File: src/rtl/rand_share_ctrl.sv
`default_nettype none
// +----------------------------------------------------------------------------+
// | Module   : rand_share_ctrl                                                  |
// | Purpose  : Round-robin sharing of one LFSR random source between requesters |
// |            with range check and bounded redraw. Optional idle stirring is   |
// |            enabled by defining RAND_STIR_EN.                                |
// | Revision : 1.0  initial release                                             |
// +----------------------------------------------------------------------------+
module rand_share_ctrl #(
    parameter int N_REQ       = 2,
    parameter int RAND_W      = 4,
    parameter int MAX_RETRY   = 3,
    parameter int STIR_PERIOD = 16
) (
    input  logic                    i_clk,
    input  logic                    i_rst,
    input  logic [N_REQ-1:0]        i_req,
    input  logic [N_REQ*RAND_W-1:0] i_max,
    input  logic [RAND_W-1:0]       i_random,
    output logic                    o_lfsr_enable,
    output logic [N_REQ-1:0]        o_gnt,
    output logic [N_REQ-1:0]        o_valid,
    output logic [RAND_W-1:0]       o_data,
    output logic                    o_busy
);

    localparam int c_idx_w   = $clog2(N_REQ);
    localparam int c_retry_w = (MAX_RETRY < 1) ? 1 : $clog2(MAX_RETRY + 1);
    localparam logic [N_REQ-1:0] c_one = {{(N_REQ-1){1'b0}}, 1'b1};
`ifdef RAND_STIR_EN
    localparam int c_stir_w  = $clog2(STIR_PERIOD);
`endif

    if (N_REQ < 2 || N_REQ > 8 || RAND_W < 1 || MAX_RETRY < 0 || STIR_PERIOD < 2) begin : g_bad_param
        $error("rand_share_ctrl: parameter out of range");
    end

    typedef enum logic [2:0] {
        S_IDLE    = 3'd0,
        S_PULSE   = 3'd1,
        S_SETTLE  = 3'd2,
        S_CAPTURE = 3'd3,
        S_DONE    = 3'd4
`ifdef RAND_STIR_EN
        ,
        S_STIR_HI = 3'd5,
        S_STIR_LO = 3'd6
`endif
    } state_t;

    state_t               r_state, w_state_nxt;
    logic                 r_en, w_en_nxt;
    logic [N_REQ-1:0]     r_gnt, w_gnt_nxt;
    logic [N_REQ-1:0]     r_valid, w_valid_nxt;
    logic [RAND_W-1:0]    r_data, w_data_nxt;
    logic                 r_busy;
    logic [c_idx_w-1:0]   r_idx, w_idx_nxt;
    logic [c_idx_w-1:0]   r_rr_ptr, w_rr_nxt;
    logic [RAND_W-1:0]    r_max, w_max_nxt;
    logic [c_retry_w-1:0] r_retry, w_retry_nxt;
    logic                 w_found;
    logic [c_idx_w-1:0]   w_pick;
`ifdef RAND_STIR_EN
    logic [c_stir_w-1:0]  r_stir_cnt, w_stir_nxt;
`endif

    function automatic logic [c_idx_w-1:0] rr_index(input logic [c_idx_w-1:0] ptr, input int k);
        int j;
        j = int'(ptr) + 1 + k;
        if (j >= N_REQ) j = j - N_REQ;
        return c_idx_w'(j);
    endfunction

    // First requester after the last one served, wrapping around.
    always_comb begin
        w_found = 1'b0;
        w_pick  = '0;
        for (int k = 0; k < N_REQ; k++) begin
            if (!w_found && i_req[rr_index(r_rr_ptr, k)]) begin
                w_found = 1'b1;
                w_pick  = rr_index(r_rr_ptr, k);
            end
        end
    end

    always_comb begin
        w_state_nxt = r_state;
        w_en_nxt    = 1'b0;
        w_gnt_nxt   = r_gnt;
        w_valid_nxt = '0;
        w_data_nxt  = r_data;
        w_idx_nxt   = r_idx;
        w_rr_nxt    = r_rr_ptr;
        w_max_nxt   = r_max;
        w_retry_nxt = r_retry;
`ifdef RAND_STIR_EN
        w_stir_nxt  = r_stir_cnt;
`endif
        case (r_state)
            S_IDLE: begin
                if (w_found) begin
                    w_state_nxt = S_PULSE;
                    w_en_nxt    = 1'b1;
                    w_gnt_nxt   = c_one << w_pick;
                    w_idx_nxt   = w_pick;
                    w_max_nxt   = i_max[int'(w_pick)*RAND_W +: RAND_W];
`ifdef RAND_STIR_EN
                    w_stir_nxt  = '0;
                end else if (int'(r_stir_cnt) == STIR_PERIOD - 1) begin
                    w_state_nxt = S_STIR_HI;
                    w_en_nxt    = 1'b1;
                    w_stir_nxt  = '0;
                end else begin
                    w_stir_nxt  = r_stir_cnt + 1'b1;
`else
                end else begin
                    w_state_nxt = S_IDLE;
`endif
                end
            end
            S_PULSE:  w_state_nxt = S_SETTLE;
            S_SETTLE: w_state_nxt = S_CAPTURE;
            S_CAPTURE: begin
                if (i_random <= r_max) begin
                    w_data_nxt  = i_random;
                    w_valid_nxt = c_one << r_idx;
                    w_state_nxt = S_DONE;
                end else if (int'(r_retry) < MAX_RETRY) begin
                    w_retry_nxt = r_retry + 1'b1;
                    w_en_nxt    = 1'b1;
                    w_state_nxt = S_PULSE;
                end else begin
                    w_data_nxt  = (i_random < r_max) ? i_random : r_max;
                    w_valid_nxt = c_one << r_idx;
                    w_state_nxt = S_DONE;
                end
            end
            S_DONE: begin
                w_gnt_nxt   = '0;
                w_rr_nxt    = r_idx;
                w_retry_nxt = '0;
                w_state_nxt = S_IDLE;
            end
`ifdef RAND_STIR_EN
            S_STIR_HI: w_state_nxt = S_STIR_LO;
            S_STIR_LO: w_state_nxt = S_IDLE;
`endif
            default:  w_state_nxt = S_IDLE;
        endcase
    end

    always_ff @(posedge i_clk or posedge i_rst) begin
        if (i_rst) begin
            r_state    <= S_IDLE;
            r_en       <= 1'b0;
            r_gnt      <= '0;
            r_valid    <= '0;
            r_data     <= '0;
            r_busy     <= 1'b0;
            r_idx      <= '0;
            r_rr_ptr   <= c_idx_w'(N_REQ - 1);
            r_max      <= '0;
            r_retry    <= '0;
`ifdef RAND_STIR_EN
            r_stir_cnt <= '0;
`endif
        end else begin
            r_state    <= w_state_nxt;
            r_en       <= w_en_nxt;
            r_gnt      <= w_gnt_nxt;
            r_valid    <= w_valid_nxt;
            r_data     <= w_data_nxt;
            r_busy     <= (w_state_nxt != S_IDLE);
            r_idx      <= w_idx_nxt;
            r_rr_ptr   <= w_rr_nxt;
            r_max      <= w_max_nxt;
            r_retry    <= w_retry_nxt;
`ifdef RAND_STIR_EN
            r_stir_cnt <= w_stir_nxt;
`endif
        end
    end

    assign o_lfsr_enable = r_en;
    assign o_gnt         = r_gnt;
    assign o_valid       = r_valid;
    assign o_data        = r_data;
    assign o_busy        = r_busy;

endmodule
`default_nettype wire

File: config.mk
export PLATFORM = sky130hd
export DESIGN_NAME = rand_share_ctrl
export DESIGN_NICKNAME = d
export VERILOG_FILES = /design/src/rtl/rand_share_ctrl.sv
export SDC_FILE = /design/constraint.sdc
export NUM_CORES = 1
export LEC_CHECK = 0
export ABC_AREA = 0
export CORE_MARGIN = 1.5
export CORE_UTILIZATION = 40
export CTS_CLUSTER_SIZE = 28
export DETAILED_ROUTE_END_ITERATION = 8
export HOLD_SLACK_MARGIN = 0.15
export PLACE_DENSITY = 0.69
export REMOVE_ABC_BUFFERS = 1
export SLEW_MARGIN = 30
export SYNTH_ARGS = -nofsm -noshare
export SYNTH_HDL_FRONTEND = slang
export SYNTH_SLANG_ARGS = --single-unit
export TNS_END_PERCENT = 5
File: constraint.sdc
create_clock -name i_clk -period 1.75 [get_ports i_clk]
set_input_delay 0.525 -clock i_clk [delete_from_list [all_inputs] [get_ports i_clk]]
set_output_delay 0.525 -clock i_clk [all_outputs]
set_load 0.1 [all_outputs]
==> results of run 1 <==
==> synthesized netlist by cell type <==
master	instances	area, um^2
a21oi_1	1	5.00
o21a_1	1	7.51
ha_1	5	62.6
a32o_1	1	10.0
nand2b_1	1	6.26
nor2_1	6	22.5
dfrtp_1	20	500
o31a_2	1	10.0
o21ai_0	3	15.0
a21boi_2	1	11.3
a41oi_2	1	16.3
o21a_2	1	8.76
buf_4	1	7.51
a21boi_1	1	7.51
and2_1	2	12.5
xnor2_1	1	8.76
o221ai_1	4	35.0
nand4_4	1	21.3
nor3_1	2	10.0
buf_6	1	11.3
o21ai_1	6	30.0
nor2b_1	1	6.26
nor4_1	1	6.26
nand3_1	4	20.0
and3_1	4	25.0
and3b_1	1	8.76
nand2_1	15	56.3
dfstp_2	1	26.3
or4_4	1	11.3
mux2i_1	6	60.1
nor2b_4	1	13.8
inv_1	12	45.0
nand4_1	1	6.26
==> cells in the final DEF (no fill, tap or decap), types with 2 or more instances in the layout <==
master / Yosys / final
nor2_1: 6 / 6
inv_1: 12 / 11
buf_12: 0 / 10
dfrtp_1: 20 / 20
clkdlybuf4s50_1: 0 / 11
dlygate4sd2_1: 0 / 3
o21ai_1: 6 / 6
nand2_1: 15 / 15
o221ai_1: 4 / 2
and3_1: 4 / 4
and2_1: 2 / 2
clkbuf_4: 0 / 3
ha_4: 0 / 3
o21ai_0: 3 / 3
nand3_1: 4 / 4
nor3_1: 2 / 2
buf_4: 1 / 9
o221ai_2: 0 / 2
mux2i_1: 6 / 6
==> worst register-to-register path: cells and delay by family (launching register included) <==
family	cells	cell delay (ns)
buffers and inverters	1	0.07
multiplexers	1	0.21
adder cells (fa/ha/maj)	1	0.19
flip-flops	1	0.41
AND/OR/NAND/NOR	3	0.78
==> power breakdown <==
| part | internal (uW) | switching [uW] |
|---|---|---|
| Sequential | 719 | 215 |
| Clock | 85.2 | 150 |
| Combinational | 865 | 1290 |
| Total | 1670 | 1660 |
==> per-layer routing <==
metal	global-route usage	wire length, um	part of all wire	up-vias
li1	-	-	-	452
met1	0.193	1020	0.44	428
met2	0.293	1200	0.52	21
met3	0.0281	70	0.030	2
met4	0.0418	16	0.0069	0
met5	0	0	0	-
==> flip-flops by register name (all words and copies together), names as in the netlist <==
signal / count
r_retry: 2
r_max: 4
o_busy: 1
o_valid: 2
r_rr_ptr: 1
r_idx: 1
o_data: 4
o_gnt: 2
o_lfsr_enable: 1
r_state: 3
==> worst max-delay path by stage <==
| stage | startpoint | to | slack (ns) | depth (start not counted) |
|---|---|---|---|---|
| finish | i_random[1] | r_retry[0]$_DFFE_PP0P_ | -0.03 | 6 |
| floorplan | i_random[1] | r_retry[0]$_DFFE_PP0P_ | -0.03 | 5 |
| detailed placement | i_random[1] | r_retry[0]$_DFFE_PP0P_ | -0.57 | 6 |
| global placement | i_random[1] | r_retry[1]$_DFFE_PP0P_ | -0.50 | 6 |
| global route | r_max[1]$_DFFE_PP0P_ | r_retry[0]$_DFFE_PP0P_ | -0.05 | 6 |
| CTS | r_max[1]$_DFFE_PP0P_ | r_retry[0]$_DFFE_PP0P_ | -0.09 | 6 |
==> stage by stage <==
step,setup slack (ns),cell area (um^2)
4_1_cts,-0.0856,1610
2_1_floorplan,-0.0263,1090
5_1_grt,-0.0491,1620
3_5_place_dp,-0.570,1530
6_report,-0.0309,1620
3_3_place_gp,-0.496,1530
==> final cells by class <==
cell class / instances / area, um^2
clock inverter: 1 / 5.00
tap: 30 / 37.5
clock buffer: 3 / 22.5
timing repair buffer: 34 / 414
fill: 218 / 921
inverter: 12 / 45.0
sequential: 21 / 527
multi-input combinational: 74 / 573
==> logic make-up (layout without fill, tap and decap cells) <==
family,Yosys count,count (layout),synth area share
compound gates,21,21,0.142
xor+xnor,1,1,0.00793
fa+ha+maj,5,5,0.0566
buf+inv,14,50,0.0578
flops,21,21,0.477
mux,6,6,0.0544
simple gates,41,41,0.205
==> what timing repair did <==
action | 4_1_cts | 5_1_grt
hold endpoints to repair | 0 | 0
gates resized for setup | 12 | 3
pin swaps | 5 | 3
endpoints found under the setup margin | 10 | 10
setup buffers | 1 | 0
==> out/qor.csv, run 1 <==
stage;metric;value;unit
outcome;outcome;finished, violations left;
outcome;violations;negative setup slack;
detailed_routing;ant_nets;0;
sta;setup_tns;-0.0309;ns
global_route;grt_pass1_wl;4.01;mm
logic_synthesis;yosysWarnings;0;
detailed_routing;drc_errors;0;
setup_path;reg2regPathDepth;6;
floorplan;dieWidth;55.6;um
sta;fin_ws;-0.0309;ns
global_route;grtUsageTotal;0.160;
setup_path;cp.required;1.97;ns
logic_synthesis;syn_inst;109;
setup_path;r2r_start;r_max[1]$_DFFE_PP0P_;
sta;drv_slew;0;
min_path;hp-class;in -> async;
setup_path;crit_path_end_kind;flip-flop;
cells_and_area;syn2layout_area_growth;47.0;%
setup_path;crit_path_cell_trace;clkdlybuf4s15_1, ha_4, nor2b_4, or4_4, nand4_4, mux2i_1;
sta;hold_ws;0.466;ns
clock_tree;cts_root_buf;clkbuf_4;
floorplan;start_util;0.434;
setup_path;cp_data_arrival_time;2.00;ns
cells_and_area;fin_util;0.638;
clock_tree;clock_latency;0.30;ns
detailed_routing;drtIter0Drc;17;
sta;hold_viol_final;0;
placed_design;dp.cells;170;
sta;fmax;562;MHz
sta;fin_skew;0.00847;ns
detailed_routing;vias;903;
clock_tree;cts-hold-fix-buffers;0;
clock_tree;clock_sinks;21;
sta;slew_headroom;0.761;
logic_synthesis;yosysSeqAreaShare;0.477;
sta;setup_violations;1;
setup_path;cp_top_family;simple AND/OR/NAND/NOR gates;
floorplan;fp.dieH;55.6;um
clock_tree;htreeDepth;1;
sta;fin_crit_sh;1.02;
pwr;power;3320;uW
clock_tree;cts_tree;yes;
cells_and_area;final_nets;167;
clock_tree;cts_buffer_depth;2;
placed_design;hpwl;1.82;mm
global_route;grt_overflow_total;0;
clock_tree;cts.clk_slew.worst_paths;0.11;ns
setup_path;r2r_end;r_retry[0]$_DFFE_PP0P_;
sta;tightest_slew;0.359;ns
floorplan;boundaryPins;26;
logic_synthesis;ys_ff_latch;21;
logic_synthesis;ys_types;33;
cells_and_area;final_cells;175;
setup_path;critPathLaunchType;input pin;
setup_path;worst_path_largest_cell_delay;0.54;ns
setup_path;worst-setup-path-type;in -> reg;
floorplan;core_area;2540;um^2
floorplan;num_rows;18;
cells_and_area;diodes;0;
detailed_routing;dr.pass1.iters;4;
placed_design;place_congestion;0.812;
setup_path;critical_path.max_fanout;6;
run;maxCapViolations;0;
pwr;leakage;0.000748;uW
sta;period_minus_slack;1.78;ns
logic_synthesis;synth_area;1100;um^2
global_route;grt_max_degree;14;
placed_design;io_buffers;25;
pwr;vdd_drop_max;1.62;mV
setup_path;r2r_slack;0.01;ns
detailed_routing;wl_per_cell;13.2;um
floorplan;die_area;3090;um^2
pwr;power_density;2050;nW/um^2
logic_synthesis;syn-mean-instance-area;10.1;um^2
clock_tree;numCtsBuffers;3;
detailed_routing;drt-total-wl;2.31;mm
cells_and_area;drive_gt1_frac;0.269;
setup_path;crit_buf_inv;1;
detailed_routing;viasPerCell;5.16;
setup_path;crit_slowest_cell;or4_4;
sta;grt_setup_unrepaired;yes;
global_route;grt_pass1_vias;929;
global_route;antenna_found_initial;0;
No activity file was read; power rests on OpenSTA's default activity.
==> run 2, diff against run 1 <==
==> constraint.sdc (replaced) <==
create_clock -name i_clk -period 1.75 [get_ports i_clk]
set_input_delay 0.2625 -clock i_clk [delete_from_list [all_inputs] [get_ports i_clk]]
set_output_delay 0.2625 -clock i_clk [all_outputs]
set_load 0.1 [all_outputs]
==> run 2 against run 1 <==
Compared with the run above: the run now ends clean; sequential share of layout area grew 1.1 points; clock power grew 3%; combinational power shrank 4%; clock-buffer cell count is the same; routed wire length grew 1.3%; register-to-register slack gained 0.04 ns.
==> out/qor.csv, run 2 (synthesis results as in run 1) <==
stage;metric;value;unit;change
detailed_routing;ant_nets;0;;unchanged
sta;fin_crit_sh;0.974;;-0.0435
floorplan;num_rows;18;;unchanged
pwr;power_density;2070;nW/um^2;+1.0%
sta;fin_skew;0.00530;ns;-0.00317 ns
setup_path;cp.required;1.99;ns;+0.02 ns
cells_and_area;multi_input_area;533;um^2;-7.0%
global_route;grt_overflow_total;0;;unchanged
setup_path;cp-startpoint;i_random[1];;
clock_tree;cts_buffer_depth;2;;unchanged
sta;slew_headroom;0.774;;+0.0129
clock_tree;clock_latency;0.31;ns;about the same
sta;tightest_slew;0.338;ns;-0.0213 ns
cells_and_area;nFillCells;212;;-2.8%
setup_path;reg2regPathDepth;6;;unchanged
setup_path;critical_path.max_fanout;6;;unchanged
clock_tree;htreeDepth;1;;unchanged
outcome;outcome;complete, no violations;;
run;maxCapViolations;0;;unchanged
sta;fin_ws;0.0452;ns;+0.0761 ns
clock_tree;cts-hold-fix-buffers;0;;unchanged
detailed_routing;vias;934;;+3.4%
pwr;leakage;0.000734;uW;-1.9%
placed_design;hpwl;1.80;mm;-0.78%
clock_tree;clock_sinks;21;;unchanged
setup_path;crit_path_end_kind;flip-flop;;
sta;hold_viol_final;0;;unchanged
placed_design;io_buffers;25;;unchanged
sta;drv_slew;0;;unchanged
cells_and_area;final_common_cell;dfrtp_1;;
cells_and_area;register_area;527;um^2;unchanged
clock_tree;numCtsBuffers;3;;unchanged
cells_and_area;drive_gt1_frac;0.217;;-0.0522
floorplan;start_util;0.434;;unchanged
setup_path;r2r_start;r_max[1]$_DFFE_PP0P_;;
global_route;grt_pass1_vias;967;;+4.1%
global_route;grt_max_degree;14;;unchanged
global_route;antenna_found_initial;0;;unchanged
placed_design;place_ws;-0.325;ns;+0.245 ns
detailed_routing;drc_errors;0;;unchanged
sta;fmax;587;MHz;+4.5%
min_path;hp-class;in -> async;;
cells_and_area;fin_area;1570;um^2;-3.2%
global_route;grt_pass1_wl;4.16;mm;+3.8%
cells_and_area;syn2layout_area_growth;42.4;%;
pwr;vdd_drop_max;1.62;mV;about the same
cells_and_area;final_cells;173;;-1.1%
detailed_routing;viasPerCell;5.40;;+4.6%
placed_design;place_congestion;0.844;;+4.0%
clock_tree;cts.clk_slew.worst_paths;0.12;ns;about the same
sta;period_minus_slack;1.70;ns;-0.0761 ns
placed_design;dp.cells;168;;-1.2%
cells_and_area;fin_util;0.618;;-0.0202
clock_tree;cts_root_buf;clkbuf_4;;
floorplan;die_area;3090;um^2;unchanged
placed_design;dpl_cell_area;1520;um^2;-0.98%
sta;grt_setup_unrepaired;no;;
floorplan;core_area;2540;um^2;unchanged
detailed_routing;dr.pass1.iters;6;;+2
detailed_routing;drt-total-wl;2.34;mm;+1.3%
clock_tree;cts_tree;yes;;
global_route;grtUsageTotal;0.170;;+0.00954
setup_path;cp_data_arrival_time;1.94;ns;-0.06 ns
setup_path;worst-setup-path-type;in -> reg;;
cells_and_area;layout_common_cells;20 x dfrtp_1, 15 x nand2_1, 15 x clkdlybuf4s50_1;;
floorplan;dieWidth;55.6;um;unchanged
floorplan;fp.dieH;55.6;um;unchanged
floorplan;boundaryPins;26;;unchanged
sta;setup_violations;0;;-1
detailed_routing;wl_per_cell;13.5;um;+2.4%
sta;hold_ws;0.192;ns;-0.274 ns
cells_and_area;final_nets;165;;-1.2%
cells_and_area;diodes;0;;unchanged
setup_path;critPathLaunchType;input pin;;
detailed_routing;drtIter0Drc;13;;-4
==> run 2: path summary, 6_finish.rpt <==
check / endpoint / slack, ns
max reg2reg: r_retry[0]$_DFFE_PP0P_ / 0.05
max: r_retry[0]$_DFFE_PP0P_ / 0.05
min in group i_clk: o_valid[1]$_DFF_PP0_ / 0.50
min reg2reg: o_valid[1]$_DFF_PP0_ / 0.50
min: r_idx$_DFFE_PP0P_ / 0.19
max in group asynchronous: r_max[3]$_DFFE_PP0P_ / 1.06
==> run 2: area by class of cell <==
cell class                      instances  share of cell area
Clock buffer                            3              0.0143
Inverter                               12              0.0286
Multi-Input combinational cell         74               0.339
Timing Repair Buffer                   32               0.256
Clock inverter                          1             0.00318
Tap cell                               30              0.0239
Sequential cell                        21               0.335
==> run 2: what timing repair did <==
action	in CTS	in global routing
buffers inserted	1	0
pin swaps	0	1
endpoints found under the hold margin	0	0
endpoints found under the setup margin	1	7
resized for setup	0	2
==> run 2: where the power goes <==
group | leakage [uW] | internal, uW | switching [uW] | total (uW)
clock network | 0.0000177 | 85.6 | 157 | 243
registers | 0.000259 | 719 | 210 | 929
logic | 0.000457 | 821 | 1260 | 2080
total | 0.000734 | 1630 | 1630 | 3250
==> run 2: metal layers <==
layer,share of wire,track usage,vias up
met5,0,0,-
met3,0.032,0.0211,5
li1,-,-,449
met2,0.53,0.299,19
met1,0.42,0.204,461
met4,0.018,0.0801,0
==> run 2: through the flow <==
stage | total power, uW | TNS, ns
final | 3250 | 0
after CTS | 3240 | 0
after global routing | 3440 | 0
after floorplan | 2250 | 0
after global placement | 2920 | -1.96
after detailed placement | 2970 | -2.52
==> run 2: worst max-delay path, stage by stage <==
cell,delay (ns)
clkdlybuf4s50_1,0.53
ha_4,0.22
nor2b_4,0.13
or4_4,0.47
nand4_4,0.11
mux2i_1,0.21
